--- src/rtl/eth_tx_ptp_stream_arbiter.sv ---
// Packet-level arbiter sharing one MAC TX Avalon-ST port between two TX DMA streams.
// The grant is held from SOP to EOP. Every accepted SOP raises a timestamp request
// tagged {source, per-source sequence}. A registered copy of that tag is offered on an
// AVST side channel for the TX timestamp collector.
//
// Ports:
//   clock, reset           : clock and synchronous active-high reset
//   asi_in0_* / asi_in1_*  : two Avalon-ST sinks (sop/eop/valid/ready/data/empty/error)
//   aso_out_*              : Avalon-ST source towards the MAC
//   tstamp_req_valid/_fingerprint : combinational timestamp request on SOP acceptance
//   aso_fingerprint_valid/_ready, aso_fingerprint : registered fingerprint side channel
//   fp_overrun             : sticky, set when an unconsumed fingerprint is overwritten
//   orphan_cnt             : saturating count of non-SOP beats discarded while idle
//   timeout_cnt            : saturating count of aborted packets (timeout build only)
//
// Optional feature macro: ETH_TX_ARB_PKT_TIMEOUT_EN. When it is defined, a mid-packet
// stall of TIMEOUT_CYCLES aborts the packet with a synthetic errored EOP beat and then
// drains the rest of the packet from the stalled source.
module eth_tx_ptp_stream_arbiter #(
  parameter int unsigned DATA_WIDTH     = 64,
  parameter int unsigned EMPTY_WIDTH    = 3,
  parameter int unsigned ERROR_WIDTH    = 6,
  parameter int unsigned TIMEOUT_CYCLES = 1024
) (
  input  logic                   clock,
  input  logic                   reset,
  input  logic                   asi_in0_sop,
  input  logic                   asi_in0_eop,
  input  logic                   asi_in0_valid,
  output logic                   asi_in0_ready,
  input  logic [DATA_WIDTH-1:0]  asi_in0_data,
  input  logic [EMPTY_WIDTH-1:0] asi_in0_empty,
  input  logic [ERROR_WIDTH-1:0] asi_in0_error,
  input  logic                   asi_in1_sop,
  input  logic                   asi_in1_eop,
  input  logic                   asi_in1_valid,
  output logic                   asi_in1_ready,
  input  logic [DATA_WIDTH-1:0]  asi_in1_data,
  input  logic [EMPTY_WIDTH-1:0] asi_in1_empty,
  input  logic [ERROR_WIDTH-1:0] asi_in1_error,
  output logic                   aso_out_sop,
  output logic                   aso_out_eop,
  output logic                   aso_out_valid,
  input  logic                   aso_out_ready,
  output logic [DATA_WIDTH-1:0]  aso_out_data,
  output logic [EMPTY_WIDTH-1:0] aso_out_empty,
  output logic [ERROR_WIDTH-1:0] aso_out_error,
  output logic                   tstamp_req_valid,
  output logic [7:0]             tstamp_req_fingerprint,
  output logic                   aso_fingerprint_valid,
  output logic [7:0]             aso_fingerprint,
  input  logic                   aso_fingerprint_ready,
  output logic                   fp_overrun,
`ifdef ETH_TX_ARB_PKT_TIMEOUT_EN
  output logic [15:0]            timeout_cnt,
`endif
  output logic [15:0]            orphan_cnt
);

  // The stall counter is 16 bits wide, so the limit must fit.
  if (TIMEOUT_CYCLES == 0 || TIMEOUT_CYCLES > 65535) begin : g_bad_timeout
    $error("TIMEOUT_CYCLES must be in 1..65535");
  end

  localparam logic [2:0] StIdle  = 3'd0;
  localparam logic [2:0] StPkt0  = 3'd1;
  localparam logic [2:0] StPkt1  = 3'd2;
`ifdef ETH_TX_ARB_PKT_TIMEOUT_EN
  localparam logic [2:0] StAbort = 3'd3;
  localparam logic [2:0] StDrain = 3'd4;
  localparam logic [15:0] StallLimit = 16'(TIMEOUT_CYCLES - 1);
`endif

  logic [2:0]  r_state;
  logic [2:0]  w_state_d;
  logic        r_rr_last;
  logic        r_src;          // source that owns (or last owned) the grant
  logic [6:0]  r_seq0;
  logic [6:0]  r_seq1;
  logic [7:0]  r_fp;
  logic        r_fp_valid;
  logic        r_fp_overrun;
  logic [15:0] r_orphan_cnt;

  logic                   w_cand0;
  logic                   w_cand1;
  logic                   w_grant_src;
  logic                   w_in_pkt;
  logic                   w_accept;
  logic                   w_sel_valid;
  logic                   w_sel_sop;
  logic                   w_sel_eop;
  logic [DATA_WIDTH-1:0]  w_sel_data;
  logic [EMPTY_WIDTH-1:0] w_sel_empty;
  logic [ERROR_WIDTH-1:0] w_sel_error;
  logic [1:0]             w_orphan_inc;
  logic [16:0]            w_orphan_sum;

`ifdef ETH_TX_ARB_PKT_TIMEOUT_EN
  logic [15:0] r_stall_cnt;
  logic [15:0] r_timeout_cnt;
  logic        w_stall_hit;
  assign w_stall_hit = w_in_pkt & ~w_sel_valid & (r_stall_cnt == StallLimit);
  assign timeout_cnt = r_timeout_cnt;
`endif

  assign w_cand0     = asi_in0_valid & asi_in0_sop;
  assign w_cand1     = asi_in1_valid & asi_in1_sop;
  // On a tie the source that did not win last time is granted.
  assign w_grant_src = (w_cand0 & w_cand1) ? ~r_rr_last : w_cand1;
  assign w_in_pkt    = (r_state == StPkt0) || (r_state == StPkt1);

  assign w_sel_valid = r_src ? asi_in1_valid : asi_in0_valid;
  assign w_sel_sop   = r_src ? asi_in1_sop   : asi_in0_sop;
  assign w_sel_eop   = r_src ? asi_in1_eop   : asi_in0_eop;
  assign w_sel_data  = r_src ? asi_in1_data  : asi_in0_data;
  assign w_sel_empty = r_src ? asi_in1_empty : asi_in0_empty;
  assign w_sel_error = r_src ? asi_in1_error : asi_in0_error;

  // Datapath and ready steering.
  always_comb begin
    aso_out_valid = 1'b0;
    aso_out_sop   = 1'b0;
    aso_out_eop   = 1'b0;
    aso_out_data  = '0;
    aso_out_empty = '0;
    aso_out_error = '0;
    asi_in0_ready = 1'b0;
    asi_in1_ready = 1'b0;
    case (r_state)
      StIdle: begin
        // SOP beats are held for the grant; non-SOP beats are accepted and dropped.
        asi_in0_ready = ~asi_in0_sop;
        asi_in1_ready = ~asi_in1_sop;
      end
      StPkt0, StPkt1: begin
        aso_out_valid = w_sel_valid;
        aso_out_sop   = w_sel_sop;
        aso_out_eop   = w_sel_eop;
        aso_out_data  = w_sel_data;
        aso_out_empty = w_sel_empty;
        aso_out_error = w_sel_error;
        if (r_src) asi_in1_ready = aso_out_ready;
        else       asi_in0_ready = aso_out_ready;
      end
`ifdef ETH_TX_ARB_PKT_TIMEOUT_EN
      StAbort: begin
        aso_out_valid = 1'b1;
        aso_out_eop   = 1'b1;
        aso_out_error = '1;
      end
      StDrain: begin
        if (r_src) asi_in1_ready = 1'b1;
        else       asi_in0_ready = 1'b1;
      end
`endif
      default: ;
    endcase
  end

  assign w_accept               = aso_out_valid & aso_out_ready;
  assign tstamp_req_valid       = w_accept & aso_out_sop;
  assign tstamp_req_fingerprint = {r_src, (r_src ? r_seq1 : r_seq0)};

  assign w_orphan_inc = {1'b0, asi_in0_valid & ~asi_in0_sop} +
                        {1'b0, asi_in1_valid & ~asi_in1_sop};
  assign w_orphan_sum = {1'b0, r_orphan_cnt} + {15'd0, w_orphan_inc};

  always_comb begin
    w_state_d = r_state;
    case (r_state)
      StIdle: begin
        if (w_cand0 | w_cand1) w_state_d = w_grant_src ? StPkt1 : StPkt0;
      end
      StPkt0, StPkt1: begin
        if (w_accept & aso_out_eop) w_state_d = StIdle;
`ifdef ETH_TX_ARB_PKT_TIMEOUT_EN
        else if (w_stall_hit) w_state_d = StAbort;
`endif
      end
`ifdef ETH_TX_ARB_PKT_TIMEOUT_EN
      StAbort: begin
        if (aso_out_ready) w_state_d = StDrain;
      end
      StDrain: begin
        if (w_sel_valid & w_sel_eop) w_state_d = StIdle;
      end
`endif
      default: w_state_d = StIdle;
    endcase
  end

  always_ff @(posedge clock) begin
    if (reset) begin
      r_state      <= StIdle;
      r_rr_last    <= 1'b1;
      r_src        <= 1'b0;
      r_seq0       <= '0;
      r_seq1       <= '0;
      r_fp         <= '0;
      r_fp_valid   <= 1'b0;
      r_fp_overrun <= 1'b0;
      r_orphan_cnt <= '0;
`ifdef ETH_TX_ARB_PKT_TIMEOUT_EN
      r_stall_cnt   <= '0;
      r_timeout_cnt <= '0;
`endif
    end else begin
      r_state <= w_state_d;
      if (r_state == StIdle) begin
        r_orphan_cnt <= w_orphan_sum[16] ? 16'hFFFF : w_orphan_sum[15:0];
        if (w_cand0 | w_cand1) begin
          r_rr_last <= w_grant_src;
          r_src     <= w_grant_src;
        end
      end
      if (tstamp_req_valid) begin
        if (r_src) r_seq1 <= r_seq1 + 7'd1;
        else       r_seq0 <= r_seq0 + 7'd1;
        r_fp       <= tstamp_req_fingerprint;
        r_fp_valid <= 1'b1;
        if (r_fp_valid & ~aso_fingerprint_ready) r_fp_overrun <= 1'b1;
      end else if (aso_fingerprint_ready) begin
        r_fp_valid <= 1'b0;
      end
`ifdef ETH_TX_ARB_PKT_TIMEOUT_EN
      if (w_in_pkt & ~w_sel_valid) r_stall_cnt <= r_stall_cnt + 16'd1;
      else                         r_stall_cnt <= '0;
      if (w_stall_hit && r_timeout_cnt != 16'hFFFF) r_timeout_cnt <= r_timeout_cnt + 16'd1;
`endif
    end
  end

  assign aso_fingerprint_valid = r_fp_valid;
  assign aso_fingerprint       = r_fp;
  assign fp_overrun            = r_fp_overrun;
  assign orphan_cnt            = r_orphan_cnt;

endmodule
--- config.mk ---
export PLATFORM = sky130hd
export DESIGN_NAME = eth_tx_ptp_stream_arbiter
export DESIGN_NICKNAME = d
export VERILOG_FILES = /design/src/rtl/eth_tx_ptp_stream_arbiter.sv
export SDC_FILE = /design/constraint.sdc
export NUM_CORES = 1
export LEC_CHECK = 0
export ABC_AREA = 1
export BUFFER_PORTS_ARGS = -buffer_cell sky130_fd_sc_hd__buf_2
export CORE_AREA = 5 5 102 104
export CTS_CLUSTER_DIAMETER = 100
export DETAILED_ROUTE_END_ITERATION = 8
export DIE_AREA = 0 0 107 109
export PLACE_DENSITY_LB_ADDON = 0.2
export SYNTH_ARGS = -nofsm -noshare
export SYNTH_HDL_FRONTEND = slang
export SYNTH_SLANG_ARGS = --single-unit
--- constraint.sdc ---
create_clock -name clock -period 2.7 [get_ports clock]
set_input_delay 0 -clock clock [delete_from_list [all_inputs] [get_ports clock]]
set_output_delay 0 -clock clock [all_outputs]
set_load 0.005 [all_outputs]
==> out/metrics.json, run 1 <==
{
  "cts": {
    "clk-insertion-delay-late_ps": 290,
    "cts_hold_repair.buffers": 0,
    "cts_made_buffers": 5,
    "cts_num_sinks": 44,
    "post_cts_resize_count": 0,
    "tritoncts": "yes",
    "htreeDepth": 2,
    "cts-root-buf": "sky130_fd_sc_hd__clkbuf_8",
    "cts.path.max_buffers": 2,
    "cts_post_setup_buffers_inserted": 0,
    "cts.clk_slew.worst_paths_ps": 80
  },
  "layout": {
    "layout.nets": 993,
    "fillers": 1002,
    "area_growth_syn_to_layout_pct": 41.7,
    "fin_util": 0.515,
    "layout_commonest_cell": "sky130_fd_sc_hd__buf_2",
    "drive_above_1_share": 0.367,
    "layout_common_cells": "sky130_fd_sc_hd__buf_2 (268), sky130_fd_sc_hd__nand2_1 (250), sky130_fd_sc_hd__nand3_1 (95)"
  },
  "setup_path": {
    "cp.arrival_ps": 2420,
    "path_cells": "inv_1 -> ha_2 -> inv_2 -> nor2_4 -> buf_4 -> nand2_1 -> a21oi_1 -> buf_2",
    "critPathTopFamily": "buffers and inverters",
    "worst_path_max_delay_cell": "sky130_fd_sc_hd__buf_4",
    "critPathBufInv": 4,
    "startpoint_class_of_the_critical_path": "flip-flop",
    "crit_type": "reg -> out",
    "critPathMaxFanout": 74,
    "critPathRequiredTime_ps": 2700,
    "max_stage_delay_on_crit_path_ps": 580,
    "endpoint_kind": "output port"
  },
  "global_routing": {
    "grt_antenna_before_repair": 1,
    "vias_in_the_first_global_route": 4177,
    "grt.total_usage": 0.224,
    "grt_start_max_net_pins": 75,
    "overflow": 0,
    "grt_first_pass_wirelength_mm": 21.0
  },
  "sta": {
    "tightest_slew_ps": 710,
    "final.min_clock_period_ps": 2420,
    "skew_ps": 3.70,
    "final_hold_viol_count": 0,
    "number_of_slew_limit_violations_in_the_final_report": 0,
    "report.final.setup_viol": 0,
    "final_critical_path_setup_slack_ps": 284,
    "max-slew-margin-rel": 0.526,
    "max_clock_freq_mhz": 414,
    "grt_setup_unrepaired": "no",
    "min_period_over_period": 0.895,
    "setup_total_negative_slack_ps": 0
  },
  "min_path": {
    "worst_hold_path_type": "in -> reg"
  },
  "drt": {
    "met3WireLength_mm": 1.07,
    "drtIter0Drc": 478,
    "highest-signal-layer": "met5",
    "dr_drc_count": 0,
    "finalWirelength_mm": 14.5,
    "vias_per_cell": 5.00,
    "drt-met1-wl_mm": 6.26,
    "drt.antenna.violating_nets": 0,
    "route.met2.wl_mm": 6.90,
    "drtPass1Iterations": 6,
    "total_number_of_vias": 4721,
    "post_drt_wl_per_cell_microns": 15.4
  },
  "pwr": {
    "cellPowerDensity_nw_per_um2": 347,
    "vdd_ir_drop_max_mv": 0.268,
    "leakage_nw": 2.81
  },
  "floorplan": {
    "die_area_sq_um": 11700,
    "rows": 36,
    "boundaryPins": 269,
    "floorplan.die.width_microns": 107,
    "start_util": 0.363,
    "core-area_sq_um": 9460,
    "die_h_microns": 109
  },
  "logic_synthesis": {
    "synth.yosys.warnings": 0,
    "synth_ff_type": "sky130_fd_sc_hd__dfxtp_1",
    "synth-edff-count": 0,
    "synthesis.area_per_instance_sq_um": 5.85,
    "synthesis.area_sq_um": 3440,
    "seq_area_frac_synth": 0.256,
    "synth.distinct_cells": 32,
    "postSynthRegisterBits": 44,
    "synth_nets": 749,
    "syn-instance-count": 587,
    "post_synthesis_async_set_or_reset_flop_share": 0
  },
  "run": {
    "drv.max_cap_violation_count": 0
  },
  "place": {
    "gp_congestion": 0.852,
    "placement.io_buffers": 268,
    "preCtsSetupSlack_ps": 606,
    "dpl.hpwl_mm": 11.6
  },
  "run_status": {
    "run_status": "finished, final reports clean"
  }
}
worst reg2reg max path, cell delays in order, from the launching register on:
cell                      delay [ps]
sky130_fd_sc_hd__dfxtp_1         370
sky130_fd_sc_hd__inv_1            60
sky130_fd_sc_hd__ha_2            500
sky130_fd_sc_hd__buf_4           460
sky130_fd_sc_hd__nand3_1         130
sky130_fd_sc_hd__nand2_1          90
sky130_fd_sc_hd__nand3_1          80
sky130_fd_sc_hd__nand2_1         100
sky130_fd_sc_hd__nand2_1          80
sky130_fd_sc_hd__nand2_1          60
sky130_fd_sc_hd__a21oi_1          60
flip-flops by register name (all words and copies together) (netlist names):
signal / flops
r_seq0: 7
r_state: 2
r_seq1: 7
r_rr_last: 1
r_src: 1
aso_fingerprint_valid: 1
orphan_cnt: 16
aso_fingerprint: 8
fp_overrun: 1
cell type report:
class | instances | area [sq um] | share of cell area
tap | 114 | 143 | 0.0293
clock buffer | 6 | 72.6 | 0.0149
multi-input combinational | 476 | 2270 | 0.467
timing repair buffer | 272 | 1370 | 0.282
antenna | 1 | 2.50 | 0.000514
inverter | 32 | 123 | 0.0252
sequential | 44 | 885 | 0.182
cell usage after synthesis (2+ instances only):
cell type,n,area share
sky130_fd_sc_hd__nor2_1,29,0.032
sky130_fd_sc_hd__nand3b_1,5,0.011
sky130_fd_sc_hd__inv_1,27,0.029
sky130_fd_sc_hd__buf_1,8,0.0087
sky130_fd_sc_hd__nand3_1,95,0.14
sky130_fd_sc_hd__nor3_1,7,0.010
sky130_fd_sc_hd__nand3_4,4,0.020
sky130_fd_sc_hd__nor2_2,2,0.0036
sky130_fd_sc_hd__clkbuf_1,16,0.017
sky130_fd_sc_hd__xor2_1,9,0.023
sky130_fd_sc_hd__inv_2,4,0.0044
sky130_fd_sc_hd__ha_1,5,0.018
sky130_fd_sc_hd__xnor2_1,3,0.0076
sky130_fd_sc_hd__dfxtp_1,44,0.26
sky130_fd_sc_hd__nand4_1,5,0.0091
sky130_fd_sc_hd__a31oi_1,4,0.0073
sky130_fd_sc_hd__nand2_4,3,0.0098
sky130_fd_sc_hd__nand2_1,250,0.27
sky130_fd_sc_hd__or2_2,5,0.0091
sky130_fd_sc_hd__a21oi_1,30,0.044
sky130_fd_sc_hd__o21ai_0,10,0.015
sky130_fd_sc_hd__buf_4,2,0.0044
sky130_fd_sc_hd__nor2_4,2,0.0066
sky130_fd_sc_hd__nand2_2,3,0.0055
sky130_fd_sc_hd__buf_6,2,0.0066
sky130_fd_sc_hd__buf_2,7,0.010
through the flow:
step / hold slack (ps) / instance area (sq um) / cells / power [mW]
CTS: 11.6 / 4870 / 944 / 1.71
floorplan: 90.8 / 3440 / 587 / 1.01
global route: 44.3 / 4870 / 944 / 1.80
detailed placement: 259 / 4790 / 938 / 1.33
finish: 13.8 / 4870 / 945 / 1.69
global placement: 256 / 4790 / 938 / 1.31
worst paths after layout:
kind,start,cells past startpoint,slack [ps],to
setup / recovery,r_state[0]$_SDFFE_PP0P_,8,280,asi_in0_ready
hold / removal,aso_fingerprint_ready,4,10,aso_fingerprint_valid$_SDFFE_PP0P_
setup reg to reg,r_state[0]$_SDFFE_PP0P_,10,570,r_state[0]$_SDFFE_PP0P_
hold reg to reg,aso_fingerprint[5]$_SDFFE_PP0P_,2,470,aso_fingerprint[5]$_SDFFE_PP0P_
layer usage:
layer  GRT usage  vias up
met4      0.0694        2
met3      0.0450       26
li1            -     2368
met5           0        -
met2       0.362      195
met1       0.302     2130
cell families (layout without fill, tap and decap cells):
kind of cell | count (synthesis) | count (layout) | share of synthesized area
flip-flops | 44 | 44 | 0.256
AO/OA/AOI/OAI | 47 | 47 | 0.0747
buffers and inverters | 67 | 310 | 0.0830
other | 0 | 1 | 0
adder cells (fa/ha/maj) | 6 | 6 | 0.0240
AND/OR/NAND/NOR | 411 | 411 | 0.531
XOR/XNOR | 12 | 12 | 0.0306
report_power, final:
| group | switching [mW] | leakage [nW] | internal, mW |
|---|---|---|---|
| logic | 0.375 | 2.42 | 0.251 |
| registers | 0.0250 | 0.356 | 0.659 |
| clock network | 0.205 | 0.0371 | 0.173 |
| total | 0.605 | 2.81 | 1.08 |
No activity file was read; power rests on OpenSTA's default activity.
==> run 2, diff against run 1 <==
--- a/config.mk
+++ b/config.mk
@@ -5,7 +5,6 @@
 export SDC_FILE = /design/constraint.sdc
 export NUM_CORES = 1
 export LEC_CHECK = 0
-export ABC_AREA = 1
 export BUFFER_PORTS_ARGS = -buffer_cell sky130_fd_sc_hd__buf_2
 export CORE_AREA = 5 5 102 104
 export CTS_CLUSTER_DIAMETER = 100
@@ -15,3 +14,4 @@
 export SYNTH_ARGS = -nofsm -noshare
 export SYNTH_HDL_FRONTEND = slang
 export SYNTH_SLANG_ARGS = --single-unit
+export TNS_END_PERCENT = 10
==> run 2 against run 1 <==
Against the previous run:
- critical path depth decreased by 2
- sequential share of layout area is 0.55 points higher
- sequential power hardly changed
- die area unchanged
- clock power up 42%
- combinational power increased by 15%
- via count shrank 18%
- non-clock buffer count is the same
- final cell count fell by 17%
- worst setup slack lost 11 ps
- first-iteration DRC count shrank 62%
- routed wire length down 10%
- critical endpoint is now tstamp_req_valid
==> out/metrics.json, run 2 <==
{
  "drt": {
    "post_drt_wl_per_cell": {"value": 16.6, "unit": "microns", "change": "+8.0%"},
    "drtPass1Iterations": {"value": 4, "change": "-2"},
    "drtIter0Drc": {"value": 180, "change": "-62%"},
    "dr_drc_count": {"value": 0, "change": "unchanged"},
    "drt.antenna.violating_nets": {"value": 0, "change": "unchanged"},
    "total_number_of_vias": {"value": 3849, "change": "-18%"},
    "route.met2.wl": {"value": 6.46, "unit": "mm", "change": "-6.4%"},
    "drt-met1-wl": {"value": 5.01, "unit": "mm", "change": "-20%"},
    "met3WireLength": {"value": 1.19, "unit": "mm", "change": "+11%"},
    "highest-signal-layer": "met5",
    "vias_per_cell": {"value": 4.91, "change": "-1.7%"},
    "finalWirelength": {"value": 13.0, "unit": "mm", "change": "-10%"}
  },
  "sta": {
    "min_period_over_period": {"value": 0.899, "change": "+0.00405"},
    "final_hold_viol_count": {"value": 0, "change": "unchanged"},
    "report.final.setup_viol": {"value": 0, "change": "unchanged"},
    "skew": {"value": 6.02, "unit": "ps", "change": "+2.31 ps"},
    "max_clock_freq": {"value": 412, "unit": "MHz", "change": "-0.45%"},
    "grt_setup_unrepaired": "no",
    "tightest_slew": {"value": 826, "unit": "ps", "change": "+115 ps"},
    "final.min_clock_period": {"value": 2430, "unit": "ps", "change": "+10.9 ps"},
    "number_of_slew_limit_violations_in_the_final_report": {"value": 0, "change": "unchanged"},
    "setup_total_negative_slack": {"value": 0, "unit": "ps", "change": "unchanged"},
    "max-slew-margin-rel": {"value": 0.450, "change": "-0.0769"}
  },
  "floorplan": {
    "start_util": {"value": 0.340, "change": "-0.0230"},
    "floorplan.die.width": {"value": 107, "unit": "microns", "change": "unchanged"},
    "rows": {"value": 36, "change": "unchanged"},
    "die_h": {"value": 109, "unit": "microns", "change": "unchanged"},
    "core-area": {"value": 9460, "unit": "sq um", "change": "unchanged"},
    "die_area": {"value": 11700, "unit": "sq um", "change": "unchanged"},
    "boundaryPins": {"value": 269, "change": "unchanged"}
  },
  "min_path": {
    "worst_hold_path_type": "in -> reg",
    "min_from": "aso_fingerprint_ready",
    "min_path_cells": {"value": 4, "change": "unchanged"},
    "holdPathEnd": "aso_fingerprint_valid$_SDFFE_PP0P_"
  },
  "layout": {
    "n_antenna_cell": {"value": 0, "change": "-1"},
    "layout.nets": {"value": 831, "change": "-16%"},
    "stdcell_area": {"value": 4730, "unit": "sq um", "change": "-2.9%"},
    "regArea": {"value": 885, "unit": "sq um", "change": "unchanged"},
    "drive_above_1_share": {"value": 0.431, "change": "+0.0639"},
    "area_growth_syn_to_layout_pct": 46.9,
    "fillers": {"value": 953, "change": "-4.9%"},
    "largest_register_ffs": {"value": 16, "change": "unchanged"},
    "multi_input_gate_area_in_the_final_layout": {"value": 2160, "unit": "sq um", "change": "-5.1%"},
    "layout_common_cells": "sky130_fd_sc_hd__buf_2 (268), sky130_fd_sc_hd__nor2_1 (112), sky130_fd_sc_hd__mux2i_1 (81)",
    "layout_commonest_cell": "sky130_fd_sc_hd__buf_2"
  },
  "cts": {
    "cts.clk_slew.worst_paths": {"value": 90, "unit": "ps", "change": "about the same"},
    "clk-insertion-delay-late": {"value": 290, "unit": "ps", "change": "about the same"},
    "cts_made_buffers": {"value": 5, "change": "unchanged"},
    "cts_num_sinks": {"value": 44, "change": "unchanged"},
    "tritoncts": "yes",
    "post_cts_resize_count": {"value": 0, "change": "unchanged"},
    "cts_hold_repair.buffers": {"value": 0, "change": "unchanged"},
    "cts_post_setup_buffers_inserted": {"value": 0, "change": "unchanged"},
    "htreeDepth": {"value": 2, "change": "unchanged"},
    "cts.path.max_buffers": {"value": 2, "change": "unchanged"},
    "cts-root-buf": "sky130_fd_sc_hd__clkbuf_8"
  },
  "logic_synthesis": {
    "post-synth-top-count-cell": "sky130_fd_sc_hd__nor2_1",
    "synthDominantAreaCellType": "sky130_fd_sc_hd__dfxtp_1",
    "ranking_of_synthesized_cells_by_area": "sky130_fd_sc_hd__dfxtp_1 (27%), sky130_fd_sc_hd__mux2i_1 (25%), sky130_fd_sc_hd__nor2_1 (13%)",
    "synthesis.area_per_instance": {"value": 7.66, "unit": "sq um", "change": "+31%"},
    "synth.distinct_cells": {"value": 41, "change": "+28%"},
    "top_post_synthesis_cells_by_count": "sky130_fd_sc_hd__nor2_1 (112), sky130_fd_sc_hd__mux2i_1 (81), sky130_fd_sc_hd__dfxtp_1 (44), sky130_fd_sc_hd__a21oi_1 (25), sky130_fd_sc_hd__clkbuf_1 (17)",
    "post_synthesis_async_set_or_reset_flop_share": {"value": 0, "change": "unchanged"},
    "synth_ff_type": "sky130_fd_sc_hd__dfxtp_1",
    "yosys.area.top_type_share": {"value": 0.274, "change": "+0.000592"},
    "seq_area_frac_synth": {"value": 0.274, "change": "+0.0173"},
    "synth.yosys.warnings": {"value": 0, "change": "unchanged"},
    "synth-edff-count": {"value": 0, "change": "unchanged"},
    "syn-instance-count": {"value": 420, "change": "-28%"},
    "synthesis.area": {"value": 3220, "unit": "sq um", "change": "-6.3%"},
    "postSynthRegisterBits": {"value": 44, "change": "unchanged"},
    "synth_nets": {"value": 582, "change": "-22%"}
  },
  "pwr": {
    "power.combinational.fraction": {"value": 0.371, "change": "about the same"},
    "swShare": {"value": 0.325, "change": "-0.0332"},
    "switchingPower": {"value": 0.629, "unit": "mW", "change": "+4.0%"},
    "cellPowerDensity": {"value": 409, "unit": "nW/um^2", "change": "+18%"},
    "vdd_ir_drop_max": {"value": 0.176, "unit": "mV", "change": "-35%"},
    "share_seq_of_total_power": {"value": 0.352, "change": "-0.053"},
    "clockPowerShare": {"value": 0.277, "change": "+0.053"},
    "leakage": {"value": 2.37, "unit": "nW", "change": "-16%"},
    "cellInternalPower": {"value": 1.30, "unit": "mW", "change": "+20%"}
  },
  "place": {
    "dpl.hpwl": {"value": 11.0, "unit": "mm", "change": "-5.8%"},
    "placedInstanceArea": {"value": 4600, "unit": "sq um", "change": "-3.9%"},
    "placement.io_buffers": {"value": 268, "change": "unchanged"},
    "gp_congestion": {"value": 0.868, "change": "+1.9%"}
  },
  "run_status": {
    "run_status": "finished, final reports clean"
  },
  "setup_path": {
    "critPathBufInv": {"value": 4, "change": "unchanged"},
    "path_cells": "inv_1 -> ha_1 -> inv_2 -> or4_1 -> inv_1 -> buf_2",
    "critPathMaxFanout": {"value": 16, "change": "-78%"},
    "cp.arrival": {"value": 2430, "unit": "ps", "change": "about the same"},
    "crit_top_cell": "sky130_fd_sc_hd__inv_1",
    "r2r_slack": {"value": 280, "unit": "ps", "change": "-290 ps"},
    "max_stage_delay_on_crit_path": {"value": 770, "unit": "ps", "change": "+190 ps"},
    "critPathTopFamily": "simple AND/OR/NAND/NOR gates",
    "critPathRequiredTime": {"value": 2700, "unit": "ps", "change": "about the same"},
    "reg2reg_to": "r_seq0[5]$_SDFFE_PP0P_",
    "endpoint_kind": "output port",
    "startpoint_class_of_the_critical_path": "flip-flop",
    "regToRegStartpoint": "r_state[0]$_SDFFE_PP0P_",
    "reg2regPathDepth": {"value": 6, "change": "-4"},
    "crit_type": "reg -> out",
    "worst_path_max_delay_cell": "sky130_fd_sc_hd__or4_1"
  },
  "global_routing": {
    "overflow": {"value": 0, "change": "unchanged"},
    "grt_start_max_net_pins": {"value": 77, "change": "+2.7%"},
    "grt_first_pass_wirelength": {"value": 19.5, "unit": "mm", "change": "-7.3%"},
    "grt_antenna_before_repair": {"value": 2, "change": "+1"},
    "grt.total_usage": {"value": 0.211, "change": "-0.0132"},
    "vias_in_the_first_global_route": {"value": 3762, "change": "-9.9%"}
  },
  "run": {
    "drv.max_cap_violation_count": {"value": 0, "change": "unchanged"}
  }
}
-- run 2: cell type report --
type                            count  share of cell area
Multi-Input combinational cell    333               0.456
Inverter                           13              0.0103
Sequential cell                    44               0.187
Clock inverter                      2             0.00821
Timing Repair Buffer              272               0.290
Clock buffer                        6              0.0175
Tap cell                          114              0.0302
-- run 2: worst reg2reg max path, cell delays in order (launching register included) --
cell	delay, ps
sky130_fd_sc_hd__dfxtp_1	370
sky130_fd_sc_hd__inv_1	70
sky130_fd_sc_hd__ha_1	340
sky130_fd_sc_hd__inv_2	50
sky130_fd_sc_hd__or4_1	770
sky130_fd_sc_hd__or4_1	590
sky130_fd_sc_hd__a21oi_1	160
-- run 2: how the worst max path moves through the flow --
stage                             endpoint                    start  depth (start not counted)  slack [ps]
floorplan           r_seq0[5]$_SDFFE_PP0P_  r_state[0]$_SDFFE_PP0P_                          7         600
global placement    r_seq1[6]$_SDFFE_PP0P_  r_state[0]$_SDFFE_PP0P_                          6         410
detailed placement  r_seq0[5]$_SDFFE_PP0P_  r_state[0]$_SDFFE_PP0P_                          6         310
CTS                       tstamp_req_valid  r_state[0]$_SDFFE_PP0P_                          6         270
global route              tstamp_req_valid  r_state[0]$_SDFFE_PP0P_                          6         140
finish                    tstamp_req_valid  r_state[0]$_SDFFE_PP0P_                          6         270
-- run 2: power by group through the flow --
stage               Sequential [mW]  Combinational [mW]  Clock (mW)
global placement              0.696               0.715           0
finish                        0.681               0.717       0.535
detailed placement            0.696               0.725           0
CTS                           0.681               0.727       0.548
global route                  0.684               0.789       0.583
floorplan                     0.694               0.379           0
-- run 2: cells by family after synthesis --
group,Yosys count,share of synthesized area
adders and majority gates,6,0.0257
xor gates and xnor gates,16,0.0435
and+or+nand+nor,180,0.248
DFF,44,0.274
buffers and inverters,43,0.0560
muxes,86,0.269
AOI/OAI and AO/OA,45,0.0840
-- run 2: through the flow --
| stage | total power, mW | util | worst slack, ps | hold slack (ps) | cells |
|---|---|---|---|---|---|
| after floorplan | 1.07 | - | 605 | 141 | 420 |
| after global placement | 1.41 | 0.487 | 405 | 307 | 776 |
| after detailed placement | 1.42 | 0.487 | 307 | 307 | 776 |
| after CTS | 1.96 | 0.500 | 267 | 26.1 | 784 |
| after global routing | 2.06 | 0.500 | 138 | 36.8 | 784 |
| final | 1.93 | 0.500 | 274 | 32.6 | 784 |
-- run 2: routing by layer --
layer / vias to the layer above / GRT usage
met5: - / 0
met2: 149 / 0.356
met1: 1731 / 0.258
met4: 4 / 0.0685
li1: 1941 / -
met3: 24 / 0.0628
==> run 3, diff against run 2 <==
--- a/config.mk
+++ b/config.mk
@@ -11,6 +11,8 @@
 export DETAILED_ROUTE_END_ITERATION = 8
 export DIE_AREA = 0 0 107 109
 export PLACE_DENSITY_LB_ADDON = 0.2
+export RECOVER_POWER = 25
+export SLEW_MARGIN = 20
 export SYNTH_ARGS = -nofsm -noshare
 export SYNTH_HDL_FRONTEND = slang
 export SYNTH_SLANG_ARGS = --single-unit
==> run 3 against run 2 <==
Against the previous run:
- critical endpoint unchanged
- worst hold slack improved by 1.2 ps
- sequential share of layout area about the same
- power shrank 0.13%
- fmax about the same
- highest routed layer unchanged
==> out/metrics.json, run 3 (synthesized netlist as in run 2, its figures left out) <==
{
  "run_status": {
    "run_status": "finished, final reports clean"
  },
  "layout": {
    "drive_above_1_share": {"value": 0.399, "change": "-0.0328"},
    "layout.nets": {"value": 831, "change": "unchanged"},
    "layout_commonest_cell": "sky130_fd_sc_hd__buf_2",
    "area_growth_syn_to_layout_pct": 45.9,
    "stdcell_area": {"value": 4700, "unit": "sq um", "change": "-0.64%"},
    "fin_util": {"value": 0.496, "change": "-0.00317"},
    "n_antenna_cell": {"value": 0, "change": "unchanged"},
    "finalNonFillerCells": {"value": 784, "change": "unchanged"},
    "largest_register_ffs": {"value": 16, "change": "unchanged"},
    "layout_common_cells": "sky130_fd_sc_hd__buf_2 (252), sky130_fd_sc_hd__nor2_1 (112), sky130_fd_sc_hd__mux2i_1 (81)"
  },
  "sta": {
    "report.final.setup_viol": {"value": 0, "change": "unchanged"},
    "skew": {"value": 6.22, "unit": "ps", "change": "+0.196 ps"},
    "min_period_over_period": {"value": 0.898, "change": "about the same"},
    "worst_hold_slack": {"value": 33.9, "unit": "ps", "change": "+1.23 ps"},
    "final_hold_viol_count": {"value": 0, "change": "unchanged"},
    "number_of_slew_limit_violations_in_the_final_report": {"value": 0, "change": "unchanged"},
    "final.min_clock_period": {"value": 2430, "unit": "ps", "change": "-0.565 ps"},
    "tightest_slew": {"value": 981, "unit": "ps", "change": "+155 ps"},
    "max_clock_freq": {"value": 412, "unit": "MHz", "change": "about the same"},
    "grt_setup_unrepaired": "no",
    "max-slew-margin-rel": {"value": 0.346, "change": "-0.103"},
    "setup_total_negative_slack": {"value": 0, "unit": "ps", "change": "unchanged"}
  },
  "setup_path": {
    "critPathRequiredTime": {"value": 2700, "unit": "ps", "change": "about the same"},
    "startpoint_class_of_the_critical_path": "flip-flop",
    "crit_type": "reg -> out",
    "reg2regPathDepth": {"value": 6, "change": "unchanged"},
    "crit_top_cell": "sky130_fd_sc_hd__inv_1",
    "cp.arrival": {"value": 2430, "unit": "ps", "change": "about the same"},
    "reg2reg_to": "r_seq0[5]$_SDFFE_PP0P_",
    "max_stage_delay_on_crit_path": {"value": 760, "unit": "ps", "change": "about the same"},
    "critPathBufInv": {"value": 4, "change": "unchanged"},
    "critPathMaxFanout": {"value": 16, "change": "unchanged"},
    "path_cells": "inv_1 -> ha_1 -> inv_2 -> or4_1 -> inv_1 -> buf_2",
    "path_depth": {"value": 6, "change": "unchanged"},
    "critPathTopFamily": "simple AND/OR/NAND/NOR gates",
    "regToRegStartpoint": "r_state[0]$_SDFFE_PP0P_",
    "worst_path_max_delay_cell": "sky130_fd_sc_hd__or4_1",
    "critical_path_end": "tstamp_req_valid",
    "r2r_slack": {"value": 280, "unit": "ps", "change": "about the same"},
    "critPathLaunch": "r_state[0]$_SDFFE_PP0P_",
    "endpoint_kind": "output port"
  },
  "cts": {
    "tritoncts": "yes",
    "cts_num_sinks": {"value": 44, "change": "unchanged"},
    "htreeDepth": {"value": 2, "change": "unchanged"},
    "cts.path.max_buffers": {"value": 2, "change": "unchanged"},
    "clk-insertion-delay-late": {"value": 300, "unit": "ps", "change": "about the same"},
    "post_cts_resize_count": {"value": 0, "change": "unchanged"},
    "cts_post_setup_buffers_inserted": {"value": 0, "change": "unchanged"},
    "cts_hold_repair.buffers": {"value": 0, "change": "unchanged"},
    "cts.clk_slew.worst_paths": {"value": 90, "unit": "ps", "change": "about the same"},
    "cts-root-buf": "sky130_fd_sc_hd__clkbuf_8",
    "cts_made_buffers": {"value": 5, "change": "unchanged"}
  },
  "global_routing": {
    "overflow": {"value": 0, "change": "unchanged"},
    "grt_util_met2": {"value": 0.356, "change": "unchanged"},
    "use_met3": {"value": 0.0628, "change": "unchanged"},
    "vias_in_the_first_global_route": {"value": 3762, "change": "unchanged"},
    "grt.total_usage": {"value": 0.211, "change": "unchanged"},
    "grt_first_pass_wirelength": {"value": 19.5, "unit": "mm", "change": "unchanged"},
    "grt_start_max_net_pins": {"value": 77, "change": "unchanged"},
    "top_usage_layer": "met2",
    "grt_antenna_before_repair": {"value": 2, "change": "unchanged"},
    "grt.met1_usage": {"value": 0.258, "change": "unchanged"}
  },
  "drt": {
    "total_number_of_vias": {"value": 3844, "change": "-0.13%"},
    "dr_drc_count": {"value": 0, "change": "unchanged"},
    "drtIter0Drc": {"value": 180, "change": "unchanged"},
    "drt.antenna.violating_nets": {"value": 0, "change": "unchanged"},
    "finalWirelength": {"value": 13.1, "unit": "mm", "change": "+0.68%"},
    "drtPass1Iterations": {"value": 4, "change": "unchanged"},
    "post_drt_wl_per_cell": {"value": 16.7, "unit": "microns", "change": "+0.68%"},
    "vias_per_cell": {"value": 4.90, "change": "-0.13%"}
  },
  "floorplan": {
    "die_h": {"value": 109, "unit": "microns", "change": "unchanged"},
    "start_util": {"value": 0.340, "change": "unchanged"},
    "core-area": {"value": 9460, "unit": "sq um", "change": "unchanged"},
    "die_area": {"value": 11700, "unit": "sq um", "change": "unchanged"},
    "rows": {"value": 36, "change": "unchanged"},
    "floorplan.die.width": {"value": 107, "unit": "microns", "change": "unchanged"},
    "boundaryPins": {"value": 269, "change": "unchanged"}
  },
  "place": {
    "placement.io_buffers": {"value": 268, "change": "unchanged"},
    "dp_cells": {"value": 776, "change": "unchanged"},
    "dpl.hpwl": {"value": 11.0, "unit": "mm", "change": "unchanged"},
    "placedInstanceArea": {"value": 4600, "unit": "sq um", "change": "unchanged"},
    "gp_congestion": {"value": 0.868, "change": "unchanged"}
  },
  "pwr": {
    "cellPowerDensity": {"value": 411, "unit": "nW/um^2", "change": "+0.51%"},
    "leakage": {"value": 2.30, "unit": "nW", "change": "-3.0%"},
    "vdd_ir_drop_max": {"value": 0.176, "unit": "mV", "change": "+0.47%"}
  },
  "min_path": {
    "worst_hold_path_type": "in -> reg",
    "min_from": "aso_fingerprint_ready"
  },
  "run": {
    "drv.max_cap_violation_count": {"value": 0, "change": "unchanged"}
  }
}
run 3: cell count changes in the layout (fill, tap and decap cells not counted), moves of 2 or more:
cell,previous run,this run
sky130_fd_sc_hd__buf_4,4,2
sky130_fd_sc_hd__mux2_2,5,1
sky130_fd_sc_hd__clkbuf_1,0,16
sky130_fd_sc_hd__buf_2,268,252
sky130_fd_sc_hd__mux2_1,0,4
run 3: through the flow:
stage / power [mW] / setup WS (ps)
2_1_floorplan: 1.07 / 605
3_3_place_gp: 1.41 / 405
3_5_place_dp: 1.42 / 307
4_1_cts: 1.96 / 267
5_1_grt: 2.05 / 73.6
6_report: 1.93 / 274
run 3: power breakdown:
part	leakage (nW)	internal, mW	total [mW]	switching [mW]
combinational	1.88	0.331	0.715	0.384
sequential	0.355	0.666	0.681	0.0153
clock	0.0614	0.303	0.534	0.231
total	2.30	1.30	1.93	0.630
run 3: metal layers:
metal | share of wire | vias to the layer above | wire [microns]
li1 | - | 1935 | -
met1 | 0.40 | 1734 | 5230
met2 | 0.49 | 147 | 6460
met3 | 0.080 | 24 | 1050
met4 | 0.026 | 4 | 341
met5 | 0.0016 | - | 21
run 3: worst min-delay path by stage:
| stage | to | cells after the start |
|---|---|---|
| after global routing | aso_fingerprint_valid$_SDFFE_PP0P_ | 4 |
| after detailed placement | aso_out_data[8] | 4 |
| after global placement | aso_out_error[3] | 4 |
| final | aso_fingerprint_valid$_SDFFE_PP0P_ | 4 |
| after CTS | aso_fingerprint_valid$_SDFFE_PP0P_ | 4 |
| after floorplan | asi_in1_ready | 2 |
run 3: cell type report:
cell class | instances | area, sq um
Fill cell | 964 | 4760
Sequential cell | 44 | 881
Inverter | 13 | 48.8
Tap cell | 114 | 143
Timing Repair Buffer | 272 | 1350
Clock inverter | 2 | 38.8
Clock buffer | 6 | 82.6
Multi-Input combinational cell | 333 | 2160
run 3: worst register-to-register path, stage by stage (launching register included):
cell                      delay (ps)
sky130_fd_sc_hd__dfxtp_1         370
sky130_fd_sc_hd__inv_1            70
sky130_fd_sc_hd__ha_1            340
sky130_fd_sc_hd__inv_2            50
sky130_fd_sc_hd__or4_1           760
sky130_fd_sc_hd__or4_1           580
sky130_fd_sc_hd__a21oi_1         170
